<file path="src/rtl/muldiv_pkg.sv">
// muldiv_pkg: shared definitions for the iterative RV32M multiply/divide
// sequencer.
//   XLEN       - operand/result width, also the iteration count
//   CNT_W      - iteration counter width
//   OP_*       - funct3 encodings of the eight M-extension operations
//   state_t    - sequencer FSM states
//   op_a_signed / op_b_signed - operand signedness per operation
package muldiv_pkg;

    localparam int unsigned XLEN  = 32;
    localparam int unsigned CNT_W = $clog2(XLEN);

    localparam logic [2:0] OP_MUL    = 3'b000;
    localparam logic [2:0] OP_MULH   = 3'b001;
    localparam logic [2:0] OP_MULHSU = 3'b010;
    localparam logic [2:0] OP_MULHU  = 3'b011;
    localparam logic [2:0] OP_DIV    = 3'b100;
    localparam logic [2:0] OP_DIVU   = 3'b101;
    localparam logic [2:0] OP_REM    = 3'b110;
    localparam logic [2:0] OP_REMU   = 3'b111;

    typedef enum logic [1:0] {
        IDLE,
        CALC,
        FIX,
        DONE
    } state_t;

    function automatic logic op_a_signed(input logic [2:0] op);
        case (op)
            OP_MULH, OP_MULHSU, OP_DIV, OP_REM:  return 1'b1;
            OP_MUL, OP_MULHU, OP_DIVU, OP_REMU:  return 1'b0;
            default:                             return 1'b0;
        endcase
    endfunction

    function automatic logic op_b_signed(input logic [2:0] op);
        case (op)
            OP_MULH, OP_DIV, OP_REM: return 1'b1;
            default:                 return 1'b0;
        endcase
    endfunction

endpackage

</file>
<file path="src/rtl/muldiv_iter_core.sv">
// muldiv_iter_core: datapath for the iterative multiply/divide.
//   clk, rst       - clock, asynchronous active-high reset
//   load           - capture operand magnitudes, op and sign flags
//   step           - perform one shift-add / restoring-divide iteration
//   fix            - apply sign correction to the datapath registers
//   op             - funct3 of the operation being loaded
//   a_mag, b_mag   - unsigned magnitudes of rs1/rs2
//   neg_q, neg_r   - negate product/quotient, negate remainder
//   res            - sign-corrected, op-selected result (valid in FIX)
module muldiv_iter_core
    import muldiv_pkg::*;
#(
    parameter int unsigned W = XLEN
) (
    input  logic         clk,
    input  logic         rst,
    input  logic         load,
    input  logic         step,
    input  logic         fix,
    input  logic [2:0]   op,
    input  logic [W-1:0] a_mag,
    input  logic [W-1:0] b_mag,
    input  logic         neg_q,
    input  logic         neg_r,
    output logic [W-1:0] res
);

    // prod holds {hi, multiplier} for multiply; its low half holds the
    // dividend shifting out / quotient shifting in for divide.
    logic [2*W-1:0] prod;
    logic [W-1:0]   rem;
    logic [W-1:0]   dreg;
    logic [2:0]     op_q;
    logic           neg_q_q;
    logic           neg_r_q;

    logic [W:0]     mul_sum;
    logic [W:0]     shifted;
    logic [W:0]     trial;
    logic           q_bit;
    logic [W-1:0]   q_fix;
    logic [W-1:0]   r_fix;
    logic [2*W-1:0] p_fix;

    always_comb begin
        mul_sum = {1'b0, prod[2*W-1:W]} + (prod[0] ? {1'b0, dreg} : '0);
        // The shifted partial remainder is W+1 bits; its borrow against the
        // divisor decides the quotient bit.
        shifted = {rem, prod[W-1]};
        trial   = shifted - {1'b0, dreg};
        q_bit   = ~trial[W];
        q_fix   = neg_q_q ? -prod[W-1:0] : prod[W-1:0];
        r_fix   = neg_r_q ? -rem : rem;
        p_fix   = neg_q_q ? -prod : prod;
        if (op_q[2]) begin
            res = op_q[1] ? r_fix : q_fix;
        end else if (op_q == OP_MUL) begin
            res = p_fix[W-1:0];
        end else begin
            res = p_fix[2*W-1:W];
        end
    end

    always_ff @(posedge clk or posedge rst) begin
        if (rst) begin
            prod    <= '0;
            rem     <= '0;
            dreg    <= '0;
            op_q    <= '0;
            neg_q_q <= 1'b0;
            neg_r_q <= 1'b0;
        end else if (load) begin
            prod    <= {{W{1'b0}}, a_mag};
            rem     <= '0;
            dreg    <= b_mag;
            op_q    <= op;
            neg_q_q <= neg_q;
            neg_r_q <= neg_r;
        end else if (step) begin
            if (op_q[2]) begin
                prod[W-1:0] <= {prod[W-2:0], q_bit};
                rem         <= q_bit ? trial[W-1:0] : shifted[W-1:0];
            end else begin
                prod <= {mul_sum, prod[W-1:1]};
            end
        end else if (fix) begin
            if (op_q[2]) begin
                prod[W-1:0] <= q_fix;
                rem         <= r_fix;
            end else begin
                prod <= p_fix;
            end
        end
    end

endmodule

</file>
<file path="src/rtl/muldiv_sequencer.sv">
// muldiv_sequencer: iterative RV32M multiply/divide unit for the EX stage.
//   clk, rst  - clock, asynchronous active-high reset
//   start     - issue request (sampled only in IDLE)
//   op        - funct3 operation select
//   a, b      - rs1 / rs2 operands
//   flush     - abort any in-flight operation
//   busy      - high in CALC and FIX
//   stall     - pipeline stall request (combinational)
//   done      - one-cycle result-valid pulse
//   result    - registered result, held until the next completion
module muldiv_sequencer
    import muldiv_pkg::*;
(
    input  logic            clk,
    input  logic            rst,
    input  logic            start,
    input  logic [2:0]      op,
    input  logic [XLEN-1:0] a,
    input  logic [XLEN-1:0] b,
    input  logic            flush,
    output logic            busy,
    output logic            stall,
    output logic            done,
    output logic [XLEN-1:0] result
);

    state_t            state, state_n;
    logic [CNT_W-1:0]  cnt;
    logic              load, step, fix, result_we;
    logic [XLEN-1:0]   result_n, core_res;
    logic [XLEN-1:0]   a_mag, b_mag, short_res;
    logic              sign_a, sign_b, short_path;

    always_comb begin
        sign_a     = op_a_signed(op) & a[XLEN-1];
        sign_b     = op_b_signed(op) & b[XLEN-1];
        a_mag      = sign_a ? -a : a;
        b_mag      = sign_b ? -b : b;
        short_path = 1'b0;
        short_res  = a;
        if (op[2]) begin
            if (b == '0) begin
                short_path = 1'b1;
                short_res  = op[1] ? a : '1;
            end else if (op_b_signed(op) && a == {1'b1, {(XLEN-1){1'b0}}} && b == '1) begin
                short_path = 1'b1;
                short_res  = op[1] ? '0 : a;
            end
        end
    end

    muldiv_iter_core #(
        .W(XLEN)
    ) u_core (
        .clk   (clk),
        .rst   (rst),
        .load  (load),
        .step  (step),
        .fix   (fix),
        .op    (op),
        .a_mag (a_mag),
        .b_mag (b_mag),
        .neg_q (sign_a ^ sign_b),
        .neg_r (sign_a),
        .res   (core_res)
    );

    always_comb begin
        state_n   = state;
        load      = 1'b0;
        step      = 1'b0;
        fix       = 1'b0;
        result_we = 1'b0;
        result_n  = core_res;
        case (state)
            IDLE: begin
                if (start && !flush) begin
                    if (short_path) begin
                        result_n  = short_res;
                        result_we = 1'b1;
                        state_n   = DONE;
                    end else begin
                        load    = 1'b1;
                        state_n = CALC;
                    end
                end
            end
            CALC: begin
                step = 1'b1;
                if (cnt == CNT_W'(XLEN - 1)) begin
                    state_n = FIX;
                end
            end
            FIX: begin
                fix       = 1'b1;
                result_we = 1'b1;
                state_n   = DONE;
            end
            DONE: begin
                state_n = IDLE;
            end
            default: state_n = IDLE;
        endcase
        // Flush overrides everything: no result update, straight to IDLE.
        if (flush) begin
            state_n   = IDLE;
            load      = 1'b0;
            step      = 1'b0;
            fix       = 1'b0;
            result_we = 1'b0;
        end
    end

    always_ff @(posedge clk or posedge rst) begin
        if (rst) begin
            state  <= IDLE;
            cnt    <= '0;
            result <= '0;
        end else begin
            state <= state_n;
            if (load) begin
                cnt <= '0;
            end else if (step) begin
                cnt <= cnt + CNT_W'(1);
            end
            if (result_we) begin
                result <= result_n;
            end
        end
    end

    assign busy  = (state == CALC) || (state == FIX);
    assign done  = (state == DONE);
    assign stall = (start && (state == IDLE) && !flush) || busy;

endmodule

</file>
<file path="config.mk">
export PLATFORM = sky130hd
export DESIGN_NAME = muldiv_sequencer
export DESIGN_NICKNAME = d
export VERILOG_FILES = /design/src/rtl/muldiv_pkg.sv /design/src/rtl/muldiv_iter_core.sv /design/src/rtl/muldiv_sequencer.sv
export SDC_FILE = /design/constraint.sdc
export NUM_CORES = 1
export LEC_CHECK = 0
export CORE_AREA = 2 2 198 200
export CTS_CLUSTER_DIAMETER = 80
export CTS_CLUSTER_SIZE = 30
export DETAILED_ROUTE_END_ITERATION = 6
export DIE_AREA = 0 0 200 202
export PLACE_DENSITY_LB_ADDON = 0.12
export SYNTH_ARGS = -nofsm -noshare
export SYNTH_HDL_FRONTEND = slang
export SYNTH_HIERARCHICAL = 1
export SYNTH_SLANG_ARGS = --single-unit
</file>
<file path="constraint.sdc">
create_clock -name clk -period 5 [get_ports clk]
set_clock_uncertainty 0.2 [all_clocks]
set_input_delay 0.5 -clock clk [delete_from_list [all_inputs] [get_ports clk]]
set_output_delay 0.5 -clock clk [all_outputs]
set_load 0.02 [all_outputs]
</file>
==> implementation parameters <==
Parameter                              Value

Run status
  Run status    finished, final reports clean

Clocking
  Number of instances resized during post-cts repair    0
  CTS tree    built
  Num CTS Buffers    17
  Clk pin slew, worst setup/hold paths    80 ps
  Number of levels the H-tree was split into    4
  Setup fix buffers added after clock tree synthesis    0
  Clock insertion delay at the later pin of the skew report    470 ps
  Library cell used as clock root buffer    sky130_fd_sc_hd__clkbuf_16
  Number of sinks on the clock net    172
  Hold bufs inserted after CTS    0
  Maximum clock path buffer count    2

Synth
  Distinct cell type count after synthesis    86
  Count of synthesis-stage warnings from yosys    6
  Cell area after synthesis    16700 µm²
  Async set-or-reset flop fraction in the synthesized netlist    100%
  Gate count of the mapped netlist    2133
  Number of enable flip-flop cells after synthesis    0
  Number of nets produced by synthesis    2284
  Syn Area/Cell    7.84 µm²
  Number of synthesized register bits    172
  Dominant synthesized flop cell    sky130_fd_sc_hd__dfrtp_1
  Proportion of synthesized chip area in sequential cells    25.8%

STA
  Final setup viols    0
  Clock period minus worst slack    4300 ps
  Max-slew violation count    0
  FMAX    0.232 GHz
  Sum of negative setup slack    0 ps
  Max-slew headroom at the worst pin    18.6%
  Post-route worst setup slack    695 ps
  Final hold viol count    0
  Final period utilization    86.1%
  Setup repair after global routing missed its margin    no
  Worst Tran Pin Value    1220 ps

Critical path
  Type of origin of the critical path    primary input
  Cells along the critical path    clkdlybuf4s50_1 -> or4_1 -> nor3_2 -> nand4_2 -> o31ai_4 -> a21oi_4 -> nor2_1 -> nand2_2 -> nor2_1 -> o311ai_0 -> o311ai_0
  Worst-path maximum fanout    10
  Slack of the worst reg-to-reg path    710 ps
  Highest cell delay on the worst timing path    780 ps
  Data required time of the worst path    5150 ps
  Family of cells with the greatest summed delay on the critical path    simple AND/OR/NAND/NOR gates
  Critical Path Slowest Stage Cell    sky130_fd_sc_hd__nor2_1
  Critical Path End Type    register
  Type of the worst setup path    primary input to register
  Bufs and invs on worst path    1
  Critical path arrival    4460 ps

Route
  Total number of vias    16.7k
  WL met3    4.10 mm
  Final routed wirelength across all metal layers    63.0 mm
  Top routing layer in use    met5
  Vias per std cell    6.11
  Count of routing violations after the opening detailed-route iteration    1481
  WL/cell    23.1 µm
  Drt pass-1 iters    5
  Drc violations    0
  Met2 layer wire length in the routed design    29.3 mm
  ANT nets after route    0
  WL met1    27.0 mm

Run
  Max-cap violations    0

Global routing
  GRT Overall Usage    31.3%
  Maximum number of pins on one net before global-route repair    72
  Remaining global-route overflow    0
  Global-route wire length before repair    95.9 mm
  Number of global-route vias before repair    16.0k
  Initial antenna violation count    3

Placed design
  Estimated wirelength of the detail-placed design    48.7 mm
  Total instance count after detailed placement    2693
  Weighted congestion reported at the end of routability-driven placement    0.941
  Port-buffer cells    105
  Post-Place Setup Slack    275 ps
  Placement Cell Area    18400 µm²

Pwr
  Worst-case vdd ir drop    0.302 mV
  Power per unit of standard cell area    736 nW/µm²
  Pleak    0.00803 µW

Floorplanning
  Horizontal extent of the die    200 µm
  DIE HEIGHT    202 µm
  Starting utilization of the core area    43.7%
  Number of placement rows    72
  Core Footprint    38300 µm²
  Full die area    40400 µm²
  # IOs    106

Finish
  Net count reported at finish    2345
  Layout-stage area growth over the synthesis result    13.9%
  Most common cell after layout, fill and taps aside    sky130_fd_sc_hd__nand2_1
  Share of cells above drive strength 1    6.57%
  Most frequent cells in the layout    227 x sky130_fd_sc_hd__nand2_1, 225 x sky130_fd_sc_hd__nor2_1, 198 x sky130_fd_sc_hd__o21ai_0
  Number of standard cells in the final layout excluding fillers    2726
  Area of all placed cells without fillers    19000 µm²

Hold path
  Tightest Hold Check Type    register to register
-- final timing paths --
path,from,endpoint,cells after the start
setup / recovery,a[13],u_core/prod[40],11
hold / removal,cnt[4],cnt[4],2
setup reg to reg,u_core/prod[0],result[10],11
hold reg to reg,cnt[4],cnt[4],2
max in group asynchronous,rst,u_core/prod[16],3
min in group asynchronous,rst,u_core/dreg[0],2
-- worst reg2reg max path: cells and delay by family, from the launching register on --
family                   cells  cell delay [ps]
flip-flops                   1              480
AND/OR/NAND/NOR              4             1660
adder cells (fa/ha/maj)      1              160
XOR/XNOR                     1              200
multiplexers                 2              300
AO/OA/AOI/OAI                2             1100
buffers and inverters        1              120
-- logic make-up after synthesis --
family,after synthesis,synth area share (%)
AO/OA/AOI/OAI,629,23.7
AND/OR/NAND/NOR,713,20.6
multiplexers,143,8.69
flip-flops,172,25.8
adder cells (fa/ha/maj),80,6.08
XOR/XNOR,195,10.2
buffers and inverters,201,4.91
-- metal layers --
layer / track usage (%) / up-vias
met5: 0 / -
met4: 13.0 / 2
met3: 5.87 / 113
met2: 50.4 / 551
met1: 41.2 / 8108
li1: - / 7876
-- flip-flops by register name, summed over array words and instances, names as in the netlist --
name            count
state               2
u_core/dreg        32
u_core/rem         32
u_core/neg_q_q      1
u_core/neg_r_q      1
result             32
u_core/prod        64
cnt                 5
u_core/op_q         3
-- where the power goes --
part           switching, µW  total, µW  internal, µW
clock network            651       1550           901
registers                874       2870          1990
logic                   5960       9590          3630
total                   7480      14000          6530
-- stage by stage --
step	hold WS, ps	utilization, %	power, µW
6_report	335	49.7	14000
5_1_grt	358	49.7	15000
4_1_cts	341	49.7	13900
3_5_place_dp	322	48.0	12200
3_3_place_gp	309	48.0	12100
2_1_floorplan	293	-	9110
-- synth_stat cells (all sizes together) (6+ instances only) --
| cell | number | share of area (%) |
|---|---|---|
| mux2i | 126 | 7.5 |
| o22ai | 21 | 0.79 |
| a211oi | 32 | 1.4 |
| nor3 | 44 | 1.3 |
| a22oi | 15 | 0.67 |
| o21ai | 200 | 6.0 |
| or3 | 27 | 1.1 |
| a21oi | 145 | 4.4 |
| nor4 | 24 | 1.1 |
| o221ai | 12 | 0.63 |
| inv | 83 | 1.9 |
| mux2 | 17 | 1.1 |
| o41ai | 16 | 0.84 |
| a221oi | 19 | 1.0 |
| o211ai | 15 | 0.67 |
| o21a | 15 | 0.67 |
| nand3b | 6 | 0.27 |
| o31ai | 43 | 2.0 |
| nand3 | 24 | 0.72 |
| nand4 | 22 | 0.99 |
| xnor2 | 102 | 5.3 |
| or4 | 22 | 1.1 |
| xor2 | 93 | 4.9 |
| buf | 24 | 0.82 |
| nor2 | 226 | 5.1 |
| a22o | 8 | 0.42 |
| nor2b | 15 | 0.56 |
| o31a | 9 | 0.48 |
| clkbuf | 92 | 2.2 |
| and2 | 16 | 0.60 |
| nor3b | 8 | 0.36 |
| dfrtp | 172 | 26 |
| and3 | 11 | 0.41 |
| a31oi | 18 | 0.67 |
| ha | 78 | 5.8 |
| nand2 | 228 | 5.1 |
| a21o | 24 | 1.1 |
| nand2b | 20 | 0.79 |
-- final cells by class --
| class | instances | area [µm²] |
|---|---|---|
| Inverter | 85 | 324 |
| Clock inverter | 14 | 216 |
| Timing Repair Buffer | 158 | 1460 |
| Sequential cell | 172 | 4310 |
| Fill cell | 3800 | 19300 |
| Tap cell | 518 | 648 |
| Multi-Input combinational cell | 1760 | 11600 |
| Antenna cell | 1 | 2.50 |
| Clock buffer | 18 | 439 |
(Power assumes the default switching activity.)
